## src/rtl/keypad_entry_pkg.sv

```systemverilog
// Shared definitions for the keypad digit-entry controller.
// Holds the default command key codes, the overflow-mode selectors, the
// controller state encoding and a key classification helper.
package keypad_entry_pkg;

  // Default command key codes
  localparam logic [3:0] KeyEnter = 4'hA;
  localparam logic [3:0] KeyBack  = 4'hB;
  localparam logic [3:0] KeyClr   = 4'hC;

  // Overflow policy selectors
  localparam int unsigned OvfSat   = 0;  // extra digits are dropped
  localparam int unsigned OvfShift = 1;  // oldest digit is discarded

  typedef enum logic [0:0] {
    StEntry,
    StHold
  } state_e;

  typedef enum logic [1:0] {
    KindDigit,
    KindEnter,
    KindBack,
    KindClr
  } key_kind_e;

  // Command matches take priority over digits; enter wins if codes collide.
  function automatic key_kind_e classify_key(input logic [3:0] code,
                                             input logic [3:0] enter_code,
                                             input logic [3:0] back_code,
                                             input logic [3:0] clr_code);
    if (code == enter_code) begin
      return KindEnter;
    end else if (code == back_code) begin
      return KindBack;
    end else if (code == clr_code) begin
      return KindClr;
    end
    return KindDigit;
  endfunction

endpackage

```

## src/rtl/keypad_entry_if.sv

```systemverilog
// Bundle of keypad-side inputs, live display outputs and the committed-entry
// valid/ready handshake of keypad_entry.
//   master : drives key_valid, key_code, out_ready (keypad + consumer side)
//   slave  : drives disp, count, out_data, out_valid, overflow, timeout, busy
interface keypad_entry_if #(
  parameter int unsigned DIGITS = 4
);
  localparam int unsigned CntW = $clog2(DIGITS + 1);

  logic                  key_valid;
  logic [3:0]            key_code;
  logic [DIGITS*4-1:0]   disp;
  logic [CntW-1:0]       count;
  logic [DIGITS*4-1:0]   out_data;
  logic                  out_valid;
  logic                  out_ready;
  logic                  overflow;
  logic                  timeout;
  logic                  busy;

  modport master (
    output key_valid, key_code, out_ready,
    input  disp, count, out_data, out_valid, overflow, timeout, busy
  );

  modport slave (
    input  key_valid, key_code, out_ready,
    output disp, count, out_data, out_valid, overflow, timeout, busy
  );

endinterface

```

## src/rtl/keypad_entry_digit_buffer.sv

```systemverilog
// Nibble shift register holding up to DIGITS hex digits, newest digit in the
// least-significant nibble.
//   clk_i, rst_ni : clock, asynchronous active-low reset
//   push_i        : shift digit_i in (saturate or shift when full)
//   pop_i         : drop the newest digit (no-op when empty)
//   clr_i         : empty the buffer (takes priority over push/pop)
//   digit_i       : nibble to push
//   disp_o        : buffer contents
//   count_o       : digits held
//   ovf_o         : one-cycle pulse when a push arrives while full
module keypad_entry_digit_buffer
  import keypad_entry_pkg::*;
#(
  parameter int unsigned DIGITS    = 4,
  parameter int unsigned OVF_SHIFT = OvfSat,
  localparam int unsigned W        = DIGITS * 4,
  localparam int unsigned CntW     = $clog2(DIGITS + 1)
) (
  input  logic            clk_i,
  input  logic            rst_ni,
  input  logic            push_i,
  input  logic            pop_i,
  input  logic            clr_i,
  input  logic [3:0]      digit_i,
  output logic [W-1:0]    disp_o,
  output logic [CntW-1:0] count_o,
  output logic            ovf_o
);

  localparam logic [CntW-1:0] Full = CntW'(DIGITS);

  logic [W-1:0]    disp_q, disp_d, shifted;
  logic [CntW-1:0] count_q, count_d;
  logic            ovf_q, ovf_d;

  if (DIGITS == 1) begin : g_single
    assign shifted = digit_i;
  end else begin : g_multi
    assign shifted = {disp_q[W-5:0], digit_i};
  end

  always_comb begin
    disp_d  = disp_q;
    count_d = count_q;
    ovf_d   = 1'b0;
    if (clr_i) begin
      disp_d  = '0;
      count_d = '0;
    end else if (push_i) begin
      if (count_q != Full) begin
        disp_d  = shifted;
        count_d = count_q + CntW'(1);
      end else begin
        ovf_d = 1'b1;
        if (OVF_SHIFT == OvfShift) begin
          disp_d = shifted;
        end
      end
    end else if (pop_i && (count_q != '0)) begin
      disp_d  = disp_q >> 4;
      count_d = count_q - CntW'(1);
    end
  end

  always_ff @(posedge clk_i or negedge rst_ni) begin
    if (!rst_ni) begin
      disp_q  <= '0;
      count_q <= '0;
      ovf_q   <= 1'b0;
    end else begin
      disp_q  <= disp_d;
      count_q <= count_d;
      ovf_q   <= ovf_d;
    end
  end

  assign disp_o  = disp_q;
  assign count_o = count_q;
  assign ovf_o   = ovf_q;

endmodule

```

## src/rtl/keypad_entry.sv

```systemverilog
// Digit-entry controller between the keypad front end and a consumer.
// Detects one event per key press, routes digits/commands into the digit
// buffer, commits entries over a valid/ready handshake and optionally
// auto-clears a partial entry after TIMEOUT idle cycles.
//   clk   : system clock
//   reset : asynchronous active-low reset
//   bus   : keypad_entry_if slave (key inputs, display, handshake, pulses)
module keypad_entry
  import keypad_entry_pkg::*;
#(
  parameter int unsigned DIGITS      = 4,
  parameter int unsigned OVF_SHIFT   = OvfSat,
  parameter logic [3:0]  ENTER_CODE  = KeyEnter,
  parameter logic [3:0]  BACK_CODE   = KeyBack,
  parameter logic [3:0]  CLR_CODE    = KeyClr,
  parameter int unsigned ALLOW_EMPTY = 0,
  parameter int unsigned TIMEOUT     = 0
) (
  input  logic           clk,
  input  logic           reset,
  keypad_entry_if.slave  bus
);

  localparam int unsigned W     = DIGITS * 4;
  localparam int unsigned CntW  = $clog2(DIGITS + 1);
  localparam int unsigned IdleW = (TIMEOUT > 0) ? $clog2(TIMEOUT + 1) : 1;
  localparam logic [IdleW-1:0] IdleLast = (TIMEOUT > 0) ? IdleW'(TIMEOUT - 1) : '0;

  state_e           state_q;
  logic             kv_q;
  logic [W-1:0]     out_data_q;
  logic             out_valid_q;
  logic             timeout_q;
  logic [IdleW-1:0] idle_q;

  logic             key_evt;
  key_kind_e        kind;
  logic             in_entry;
  logic             push, pop, clr, commit, tmo_fire;
  logic [W-1:0]     buf_disp;
  logic [CntW-1:0]  buf_count;
  logic             buf_ovf;

  // kv_q resets high so a key already held at reset release is not an event.
  assign key_evt  = bus.key_valid & ~kv_q;
  assign kind     = classify_key(bus.key_code, ENTER_CODE, BACK_CODE, CLR_CODE);
  assign in_entry = (state_q == StEntry);

  always_comb begin
    push     = 1'b0;
    pop      = 1'b0;
    commit   = 1'b0;
    clr      = 1'b0;
    tmo_fire = 1'b0;
    if (in_entry) begin
      if (key_evt) begin
        unique case (kind)
          KindDigit: push   = 1'b1;
          KindBack:  pop    = 1'b1;
          KindClr:   clr    = 1'b1;
          KindEnter: commit = (buf_count != '0) || (ALLOW_EMPTY != 0);
          default:   ;
        endcase
      end else if ((TIMEOUT > 0) && (buf_count != '0) && (idle_q == IdleLast)) begin
        // Any key event this cycle, even an ignored enter, suppresses the timeout.
        tmo_fire = 1'b1;
      end
    end
  end

  keypad_entry_digit_buffer #(
    .DIGITS    (DIGITS),
    .OVF_SHIFT (OVF_SHIFT)
  ) u_digit_buffer (
    .clk_i   (clk),
    .rst_ni  (reset),
    .push_i  (push),
    .pop_i   (pop),
    .clr_i   (clr | commit | tmo_fire),
    .digit_i (bus.key_code),
    .disp_o  (buf_disp),
    .count_o (buf_count),
    .ovf_o   (buf_ovf)
  );

  always_ff @(posedge clk or negedge reset) begin
    if (!reset) begin
      state_q     <= StEntry;
      kv_q        <= 1'b1;
      out_data_q  <= '0;
      out_valid_q <= 1'b0;
      timeout_q   <= 1'b0;
      idle_q      <= '0;
    end else begin
      kv_q      <= bus.key_valid;
      timeout_q <= tmo_fire;

      case (state_q)
        StEntry: begin
          if (commit) begin
            out_data_q  <= buf_disp;
            out_valid_q <= 1'b1;
            state_q     <= StHold;
          end
        end
        StHold: begin
          // Key events are swallowed here, including one on the handshake edge.
          if (bus.out_ready) begin
            out_valid_q <= 1'b0;
            state_q     <= StEntry;
          end
        end
        default: state_q <= StEntry;
      endcase

      if ((TIMEOUT == 0) || !in_entry || key_evt || (buf_count == '0) || tmo_fire) begin
        idle_q <= '0;
      end else begin
        idle_q <= idle_q + IdleW'(1);
      end
    end
  end

  assign bus.disp      = buf_disp;
  assign bus.count     = buf_count;
  assign bus.out_data  = out_data_q;
  assign bus.out_valid = out_valid_q;
  assign bus.overflow  = buf_ovf;
  assign bus.timeout   = timeout_q;
  assign bus.busy      = (state_q == StHold);

endmodule

```

## src/flat_wrapper.sv

```systemverilog
// flat-port wrapper written by rule: the top's interface ports become plain ports
module keypad_entry_flat import keypad_entry_pkg::*;
#(
  parameter int unsigned DIGITS      = 4,
  parameter int unsigned OVF_SHIFT   = OvfSat,
  parameter logic [3:0]  ENTER_CODE  = KeyEnter,
  parameter logic [3:0]  BACK_CODE   = KeyBack,
  parameter logic [3:0]  CLR_CODE    = KeyClr,
  parameter int unsigned ALLOW_EMPTY = 0,
  parameter int unsigned TIMEOUT     = 0
)
  (clk, reset, bus_key_valid, bus_key_code, bus_out_ready, bus_disp, bus_count, bus_out_data, bus_out_valid, bus_overflow, bus_timeout, bus_busy);
  keypad_entry_if #(.DIGITS(DIGITS)) bus_i ();
  input  logic clk;
  input  logic reset;
  input wire logic [$bits(bus_i.key_valid)-1:0] bus_key_valid;
  input wire logic [$bits(bus_i.key_code)-1:0] bus_key_code;
  input wire logic [$bits(bus_i.out_ready)-1:0] bus_out_ready;
  output wire logic [$bits(bus_i.disp)-1:0] bus_disp;
  output wire logic [$bits(bus_i.count)-1:0] bus_count;
  output wire logic [$bits(bus_i.out_data)-1:0] bus_out_data;
  output wire logic [$bits(bus_i.out_valid)-1:0] bus_out_valid;
  output wire logic [$bits(bus_i.overflow)-1:0] bus_overflow;
  output wire logic [$bits(bus_i.timeout)-1:0] bus_timeout;
  output wire logic [$bits(bus_i.busy)-1:0] bus_busy;
  assign bus_i.key_valid = bus_key_valid;
  assign bus_i.key_code = bus_key_code;
  assign bus_i.out_ready = bus_out_ready;
  assign bus_disp = bus_i.disp;
  assign bus_count = bus_i.count;
  assign bus_out_data = bus_i.out_data;
  assign bus_out_valid = bus_i.out_valid;
  assign bus_overflow = bus_i.overflow;
  assign bus_timeout = bus_i.timeout;
  assign bus_busy = bus_i.busy;
  keypad_entry #(.DIGITS(DIGITS), .OVF_SHIFT(OVF_SHIFT), .ENTER_CODE(ENTER_CODE), .BACK_CODE(BACK_CODE), .CLR_CODE(CLR_CODE), .ALLOW_EMPTY(ALLOW_EMPTY), .TIMEOUT(TIMEOUT)) u_core (.clk(clk), .reset(reset), .bus(bus_i));
endmodule
```

## config.mk

```make
export PLATFORM = sky130hd
export DESIGN_NAME = keypad_entry_flat
export DESIGN_NICKNAME = d
export VERILOG_FILES = /design/src/rtl/keypad_entry_pkg.sv /design/src/rtl/keypad_entry_if.sv /design/src/rtl/keypad_entry_digit_buffer.sv /design/src/rtl/keypad_entry.sv /design/src/flat_wrapper.sv
export SDC_FILE = /design/constraint.sdc
export NUM_CORES = 1
export LEC_CHECK = 0
export CAP_MARGIN = 20
export CORE_ASPECT_RATIO = 0.5
export CORE_MARGIN = 3
export CORE_UTILIZATION = 45
export CTS_BUF_LIST = sky130_fd_sc_hd__clkbuf_8
export DETAILED_ROUTE_END_ITERATION = 8
export PLACE_DENSITY_LB_ADDON = 0.2
export SLEW_MARGIN = 10
export SYNTH_ARGS = -nofsm -noshare
export SYNTH_HDL_FRONTEND = slang
export SYNTH_HIERARCHICAL = 1
export SYNTH_SLANG_ARGS = --single-unit
```

## constraint.sdc

```tcl
create_clock -name clk -period 5.1 [get_ports clk]
set_clock_uncertainty 0.15 [all_clocks]
set_input_delay 0.51 -clock clk [delete_from_list [all_inputs] [get_ports clk]]
set_output_delay 0.51 -clock clk [all_outputs]
set_load 0.02 [all_outputs]
```

* Word-level counts from Yosys, hierarchy flattened
Cells that the tools add are included.
** Storage, ports and cells
- Flip-flop bits (word level) :: 39
- Output and inout port bits :: 39
- Input bits :: 8
- Logic and storage cells :: 66
** Operators by class
- Eq/ne operators :: 10
- Multiplexer cells :: 36
- Reductions and logical operators :: 7
- $add $sub $neg :: 2
- Bitwise operators :: 4
** Operators by type and width (number)
- 16-bit 2-to-1 mux :: 4
- 1-bit 2-to-1 mux :: 22
- 4-bit equality test, second input constant :: 3
- 3-bit 2-to-1 mux :: 4
- 2-bit 2-to-1 mux :: 4
- 3-bit != test, second input constant :: 2
- 2-bit AND reduction :: 3
- 3-bit nonzero test :: 2
- 2-bit equality test, second input constant :: 2
- 2-bit != test, second input constant :: 2
- 1-bit one-hot mux with 2 select lines :: 2
- 3-bit by 1-bit adder with 3-bit output, second input constant :: 1
- 3-bit by 1-bit subtractor with 3-bit output, second input constant :: 1
- 2-bit by 1-bit equality test with 1-bit output, second input constant :: 1
- 2-bit logical NOT :: 1
- 1-bit NOT :: 2
- 1-bit AND :: 1
- 1-bit logical AND :: 1
- 1-bit bitwise OR :: 1

* Logic depth before layout (Yosys ltp)
Gate-level depths: netlist of the first run.
- Depth after elaboration :: 13
- Mapped depth :: 8
- Depth with buffers taken out :: 7

* By module
The synthesis of the first run kept the hierarchy.
** By module, submodules not included
- keypad_entry_digit_buffer :: area each 1114.8 sq um, times used 1, cells an instance 112, seq. area each 500.5 sq um
- keypad_entry :: area each 807.0 sq um, times used 1, cells an instance 54, seq. area each 476.7 sq um

* Least setup slack after synthesis of the first run
No wires, ideal clock.
- Path type :: input -> register
- From :: input bus_key_code[2]
- To :: register u_core.u_digit_buffer.disp_q[0], in the netlist u_core/u_digit_buffer/disp_o[0]
- Data required time :: 4.846 ns
- Setup slack :: 2.093 ns
- Cell stages on the path :: 8
- Library setup time :: 0.104 ns
- Data arrival time :: 2.753 ns
- Path buffers :: 2
- Path through :: nand2b_1 > nand2_1 > a2111oi_0 > buf_2 > xnor2_1 > nand2_1 > clkbuf_1 > a221oi_1
** On the way
- Elaborated cells on any way between the ends :: 32
- Classes of those cells :: 7 x eq/ne; 20 x mux; 1 x bitwise; 4 x reduce/logical
** RTL lines
- start, declared :: RTL line flat_wrapper.sv:17 : input wire logic [$bits(bus_i.key_code)-1:0] bus_key_code;
- 4-bit equality test :: RTL line keypad_entry_pkg.sv:36 : end else if (code == clr_code) begin
- 1-bit 2-to-1 mux :: RTL line keypad_entry_pkg.sv:36
- 1-bit 2-to-1 mux :: RTL line keypad_entry_pkg.sv:34 : end else if (code == back_code) begin
- 1-bit 2-to-1 mux :: RTL line keypad_entry_pkg.sv:32 : if (code == enter_code) begin
- 2-bit 2-to-1 mux (*) :: RTL line keypad_entry_pkg.sv:39 : return KindDigit;
- 2-bit logical NOT (*) :: RTL line keypad_entry.sv:57 : unique case (kind)
- 1-bit 2-to-1 mux (*) :: RTL line keypad_entry.sv:57
- 1-bit 2-to-1 mux (*) :: RTL line keypad_entry.sv:56 : if (key_evt) begin
- 1-bit 2-to-1 mux (*) :: RTL line keypad_entry.sv:55 : if (in_entry) begin
- named net u_core.push :: RTL line keypad_entry.sv:39 : logic push, pop, clr, commit, tmo_fire;
- 3-bit != test (no source line), or another cell as far along
- 2-bit AND reduction (no source line) or 16-bit 2-to-1 mux (tied branches)
- end signal, assigned :: RTL line keypad_entry_digit_buffer.sv:71 : disp_q <= disp_d;
- end, declared :: RTL line keypad_entry_digit_buffer.sv:32 : logic [W-1:0] disp_q, disp_d, shifted;
Mark *: on every way through the listed nets, which the timed path passes. The rest lies on a longest branch.
A chain may end at the register's enable or synchronous reset.

* Worst setup path after layout of the first run
- From :: input bus_key_code[0]
- To :: register u_core.u_digit_buffer.disp_q[11], in the netlist u_core/u_digit_buffer/disp_o[11]
The elaborated chain is that of the path after synthesis.

==> key figures, run 1 <==
Run status
  – Status: completed

CTS
  – Skew-Pair Late Insertion Delay: 0.29 ns
  – Post-cts resize count: 0
  – Hold Buf Count CTS: 0
  – CTS root buf: clkbuf_8
  – TritonCTS Buffers: 5
  – Setup repair bufs after CTS: 0
  – Clk sinks: 39
  – CTS tree: done
  – Clk buf depth: 2
  – Clock-pin slew on the worst setup and hold paths: 0.07 ns
  – H-tree depth: 2

Critical path
  – FF-to-FF setup slack: 2.74 ns
  – Crit path required time: 5.09 ns
  – Crit path max fanout: 32
  – CP top delay family: compound AO/OA/AOI/OAI gates
  – Worst r2r src: u_core/bus.busy
  – Worst-path cell chain: clkdlybuf4s50_1, or3b_2, nand2_1, a2111oi_2, buf_4, nor2b_1, a22oi_2, a221oi_1
  – Reg2reg end: u_core/u_digit_buffer/disp_o[11]
  – Worst path slowest cell: clkdlybuf4s50_1
  – Worst Path Buf+Inv: 2
  – CP peak stage delay: 0.57 ns
  – Crit path DAT: 2.95 ns
  – Worst setup path class: in2reg
  – R2r worst-path depth: 5
  – Critical Path Sink Type: flop
  – Setup crit start kind: primary input

Synthesis
  – Netlist cell types: 38
  – Cell count after synthesis: 166
  – Syn_nets: 175
  – Ranking of synthesized cells by area: dfrtp_1 (49%), mux2_2 (9.4%), a221oi_1 (5.9%), a22o_1 (5.5%), inv_1 (3.7%)
  – Post-Syn Area: 1920 µm²
  – Post-synth top area cell: dfrtp_1
  – Post-Synthesis Mean Instance Area: 11.6 µm²
  – Seq/Total Area, Yosys: 0.508
  – YS warnings: 6
  – Share of the synthesized area in the top cell type: 0.495
  – FF+latch count, synth: 39

Layout
  – Post-Layout Cell Count: 265
  – Fin area: 2510 µm²
  – Number of diodes: 0
  – Share of layout cells above drive strength 1: 0.166
  – Final #Nets: 219
  – Layout Area Growth over Synthesis: 30.4%

Timing
  – Final setup violation count: 0
  – Fin. Hold Viols: 0
  – Fmax: 337 MHz
  – Final Cycle Share: 0.581
  – RSZ-0062 raised after global routing: no
  – Setup TNS: 0 ns
  – Slew margin rel.: 0.432
  – Post-layout min period: 2.97 ns
  – Worst Max-Slew Pin Slew: 0.853 ns
  – Slew Limit Fails: 0

Route
  – Avg Vias per Cell: 5.73
  – Number of remaining DRC errors: 0
  – Drt total wl: 4.44 mm
  – Avg WL per Cell: 16.7 µm
  – DRT iter0 DRCs: 155
  – DRT antenna net count: 0
  – TritonRoute pass-1 iters: 4
  – Routed vias: 1,519

Global route
  – First-pass GRT wire length: 7.41 mm
  – Initial antenna violation count: 0
  – Most Used Layer, Global Route: met2
  – GR Util All Layers: 0.187
  – Largest net degree at the start of global routing: 40
  – M2 GR Usage: 0.283
  – GR Overflow Total: 0
  – Routing usage on met3: 0.0518
  – M1 GR Usage: 0.262
  – Vias in the first global route: 1,474

Worst hold path
  – Hold crit path type: in2async

Floorplanning
  – Die H: 52.2 µm
  – Initial Util: 0.480
  – Die Width: 98.4 µm
  – I/O Pins: 47
  – Die Area: 5140 µm²
  – Core Area: 4000 µm²
  – Number of core rows: 16

Placed design
  – Placed Area: 2400 µm²
  – Buffers added on ports: 45
  – Placed cell count: 257
  – HPWL Detailed: 3.05 mm
  – GPL Wtd Cong: 0.830

Pwr
  – Lkg Pwr: 1.11 nW
  – Power consumption: 1.52 mW
  – VDD IR-drop max: 0.318 mV
  – Pwr dens: 606 nW/µm²

Run
  – Max-cap violation count: 0
-- how the worst max path moves through the flow --
stage / startpoint / cells past startpoint / end / slack [ns]
global route: bus_key_code[0] / 8 / u_core/u_digit_buffer/disp_o[11] / 1.98
global placement: bus_key_code[0] / 9 / u_core/u_digit_buffer/count_o[2] / 1.97
detailed placement: bus_key_code[0] / 8 / u_core/u_digit_buffer/disp_o[11] / 1.86
CTS: bus_key_code[0] / 8 / u_core/u_digit_buffer/disp_o[11] / 2.16
floorplan: bus_key_code[2] / 8 / u_core/u_digit_buffer/disp_o[0] / 2.09
finish: bus_key_code[0] / 8 / u_core/u_digit_buffer/disp_o[11] / 2.13
-- registers in the layout, indices dropped and copies added, names as in the netlist --
register,flops
u_core/bus.busy,1
u_core/bus.out_data,16
u_core/bus.out_valid,1
u_core/kv_q,1
u_core/u_digit_buffer/count_o,3
u_core/u_digit_buffer/disp_o,16
u_core/u_digit_buffer/ovf_o,1
-- routing by layer --
layer	wire length, µm	share of wire
met5	0	0
met4	54	0.012
met3	264	0.059
met2	2000	0.45
met1	2120	0.48
-- cell families after synthesis --
family / Yosys count / share of synthesized area
buffers and inverters: 31 / 0.0742
DFF: 39 / 0.508
other: 1 / 0.00195
muxes: 17 / 0.0996
xor gates and xnor gates: 1 / 0.00456
AOI/OAI and AO/OA: 46 / 0.205
adders and majority gates: 1 / 0.0104
and+or+nand+nor: 30 / 0.0957
-- final cells by class --
type                    count  area (µm²)
well taps                  54        67.6
clock inverters             3        37.5
multi-input cells          96         808
fillers                   348        1500
repair buffers             49         475
flip-flops and latches     39         977
inverters                  19        71.3
clock buffers               5        68.8
-- per-stage QoR --
| step | utilization | worst slack [ns] | hold WS (ns) |
|---|---|---|---|
| detailed placement | 0.599 | 1.86 | 0.319 |
| global placement | 0.599 | 1.97 | 0.311 |
| finish | 0.626 | 2.13 | 0.160 |
| floorplan | - | 2.09 | 0.0644 |
| CTS | 0.626 | 2.16 | 0.201 |
| global route | 0.626 | 1.98 | 0.236 |
-- Yosys cell counts, drive strengths merged --
library cell,instances
nor4,1
dfstp,1
o22ai,1
a31oi,1
mux2,17
a22oi,1
o21a,1
o21ai,1
a211oi,1
a22o,12
a21oi,4
nand2,4
nand2b,3
buf,8
nor3,2
fa,1
or3b,2
xnor2,1
clkbuf,4
nor2b,1
a221oi,14
a21o,3
o2bb2ai,4
inv,19
nor2,14
a2111oi,1
nand4bb,1
o211ai,1
dfrtp,38
o311a,1
conb,1
or3,2
-- placed cells by master, fill, tap and decap left out, types with 4 or more instances in the layout --
cell / instances
clkdlybuf4s50_1: 44
dfrtp_1: 38
inv_1: 21
mux2_2: 16
nor2_1: 14
a221oi_1: 13
a22o_1: 12
clkbuf_8: 5
a21oi_1: 4
nand2_1: 4
buf_4: 4
o2bb2ai_1: 4
-- power breakdown --
part           internal, mW  switching (mW)  total [mW]
combinational         0.357           0.346       0.704
sequential            0.438           0.129       0.567
clock                 0.142           0.106       0.249
total                 0.938           0.582        1.52
No activity file was read; power rests on OpenSTA's default activity.
==> run 2, diff against run 1 <==
==> constraint.sdc (replaced) <==
create_clock -name clk -period 2.54 [get_ports clk]
set_clock_uncertainty 0.15 [all_clocks]
set_input_delay 0.254 -clock clk [delete_from_list [all_inputs] [get_ports clk]]
set_output_delay 0.254 -clock clk [all_outputs]
set_load 0.02 [all_outputs]
==> run 2 against run 1 <==
  * Setup slack got worse by 2.1 ns
  * Critical endpoint is now u_core/u_digit_buffer/disp_o[4]
  * Combinational power increased by 110%
  * Sequential share of layout area decreased by 2.6 points
  * Non-clock buffer count increased by 17
  * Via count increased by 2.5%
  * Largest power group unchanged
  * Highest routed layer is now met3
  * First-iteration DRC count decreased by 25%
==> key figures, run 2 (synthesis gave the netlist of run 1 again) <==
Run status
  – Status: completed

Route
  – TritonRoute pass-1 iters: 4
  – DRT iter0 DRCs: 116
  – Routed vias: 1,557
  – Avg Vias per Cell: 5.52
  – Drt total wl: 4.48 mm
  – Avg WL per Cell: 15.9 µm
  – Number of remaining DRC errors: 0
  – DRT antenna net count: 0

Critical path
  – Crit path max fanout: 12
  – Worst setup path class: in2reg
  – Worst path slowest cell: clkdlybuf4s50_1
  – Worst-path cell chain: clkdlybuf4s50_1, or3b_2, nand2_1, a2111oi_4, buf_4, nor2b_1, a22oi_2, buf_12, a221oi_1
  – Critical Path Sink Type: flop
  – FF-to-FF setup slack: 0.38 ns
  – CP peak stage delay: 0.48 ns
  – Crit path required time: 2.56 ns
  – Setup crit start kind: primary input
  – Crit path DAT: 2.49 ns

Pwr
  – Lkg Pwr: 1.20 nW
  – VDD IR-drop max: 0.553 mV
  – Pwr dens: 1170 nW/µm²

Global route
  – Largest net degree at the start of global routing: 40
  – GR Overflow Total: 0
  – Initial antenna violation count: 0
  – GR Util All Layers: 0.185
  – Vias in the first global route: 1,409
  – First-pass GRT wire length: 7.48 mm

Timing
  – Fin. Hold Viols: 0
  – Final setup violation count: 0
  – Slew Limit Fails: 0
  – Worst hold slack: 0.344 ns
  – Fmax: 404 MHz
  – Worst Max-Slew Pin Slew: 0.849 ns
  – Final Cycle Share: 0.975
  – Post-layout min period: 2.48 ns
  – Slew margin rel.: 0.434
  – RSZ-0062 raised after global routing: no
  – Setup TNS: 0 ns

CTS
  – Post-cts resize count: 0
  – Clk sinks: 39
  – CTS root buf: clkbuf_8
  – TritonCTS Buffers: 5
  – Clk buf depth: 2
  – Skew-Pair Late Insertion Delay: 0.29 ns
  – CTS tree: done
  – Clock-pin slew on the worst setup and hold paths: 0.08 ns
  – H-tree depth: 2

Layout
  – Post-Layout Cell Count: 282
  – Filler cells: 317
  – Layout Area Growth over Synthesis: 39.9%
  – Most common cell after layout, fill and taps aside: clkdlybuf4s50_1
  – Share of layout cells above drive strength 1: 0.232
  – Final #Nets: 236
  – Number of diodes: 0
  – Most frequent cells in the layout: clkdlybuf4s50_1 (44), dfrtp_1 (38), inv_1 (19)

Floorplanning
  – Die Width: 98.4 µm
  – Number of core rows: 16
  – Core Area: 4000 µm²
  – Die H: 52.2 µm
  – Initial Util: 0.480
  – I/O Pins: 47
  – Die Area: 5140 µm²

Run
  – Max-cap violation count: 0

Placed design
  – GPL Wtd Cong: 0.867
  – Placed cell count: 272
  – HPWL Detailed: 3.25 mm
  – Buffers added on ports: 45

Worst hold path
  – Hold crit path type: reg2reg
## run 2: stage by stage
step                power, mW  worst slack [ns]  area [µm²]   util
floorplan                1.89             0.222        1930      -
global placement         2.57            -0.169        2540  0.634
detailed placement       2.61            -0.247        2540  0.634
CTS                      3.18            0.0603        2670  0.667
global route             3.35           0.00303        2690  0.672
finish                   3.16            0.0640        2690  0.672
## run 2: layout make-up
cell class | count | area, µm² | share of cell area
clock inverter | 2 | 38.8 | 0.0144
tap | 54 | 67.6 | 0.0251
timing repair buffer | 66 | 631 | 0.235
inverter | 19 | 71.3 | 0.0265
clock buffer | 6 | 82.6 | 0.0307
sequential | 39 | 977 | 0.363
multi-input combinational | 96 | 821 | 0.305
## run 2: worst max-delay path: cells and delay by family
family | cells | cell delay [ns]
compound gates | 3 | 0.55
buf+inv | 3 | 0.83
simple gates | 3 | 0.87
## run 2: what timing repair did
| item | 4_1_cts | 5_1_grt |
|---|---|---|
| hold buffers | 1 | 0 |
| setup buffers | 0 | 1 |
| hold endpoints to repair | 38 | 0 |
| endpoints found under the setup margin | 0 | 11 |
## run 2: worst paths after layout
path,end,cells after the start,from
setup / recovery,u_core/u_digit_buffer/disp_o[4],9,bus_key_code[1]
min in group asynchronous,u_core/u_digit_buffer/disp_o[6],2,reset
max in group asynchronous,u_core/bus.out_data[14],2,reset
hold / removal,u_core/bus.out_valid,1,u_core/bus.out_valid
setup reg to reg,u_core/u_digit_buffer/disp_o[4],6,u_core/bus.busy
hold reg to reg,u_core/bus.out_valid,1,u_core/bus.out_valid
## run 2: routing by layer
layer	share of wire	global-route usage	vias up
met2	0.47	0.274	63
met1	0.46	0.280	768
li1	-	-	726
met5	0	0	-
met3	0.068	0.0425	0
met4	0	0.0317	0
## run 2: where the power goes
group / total, mW / internal (mW) / switching [mW]
Clock: 0.547 / 0.323 / 0.224
Sequential: 1.12 / 0.880 / 0.236
Combinational: 1.49 / 0.764 / 0.731
Total: 3.16 / 1.97 / 1.19
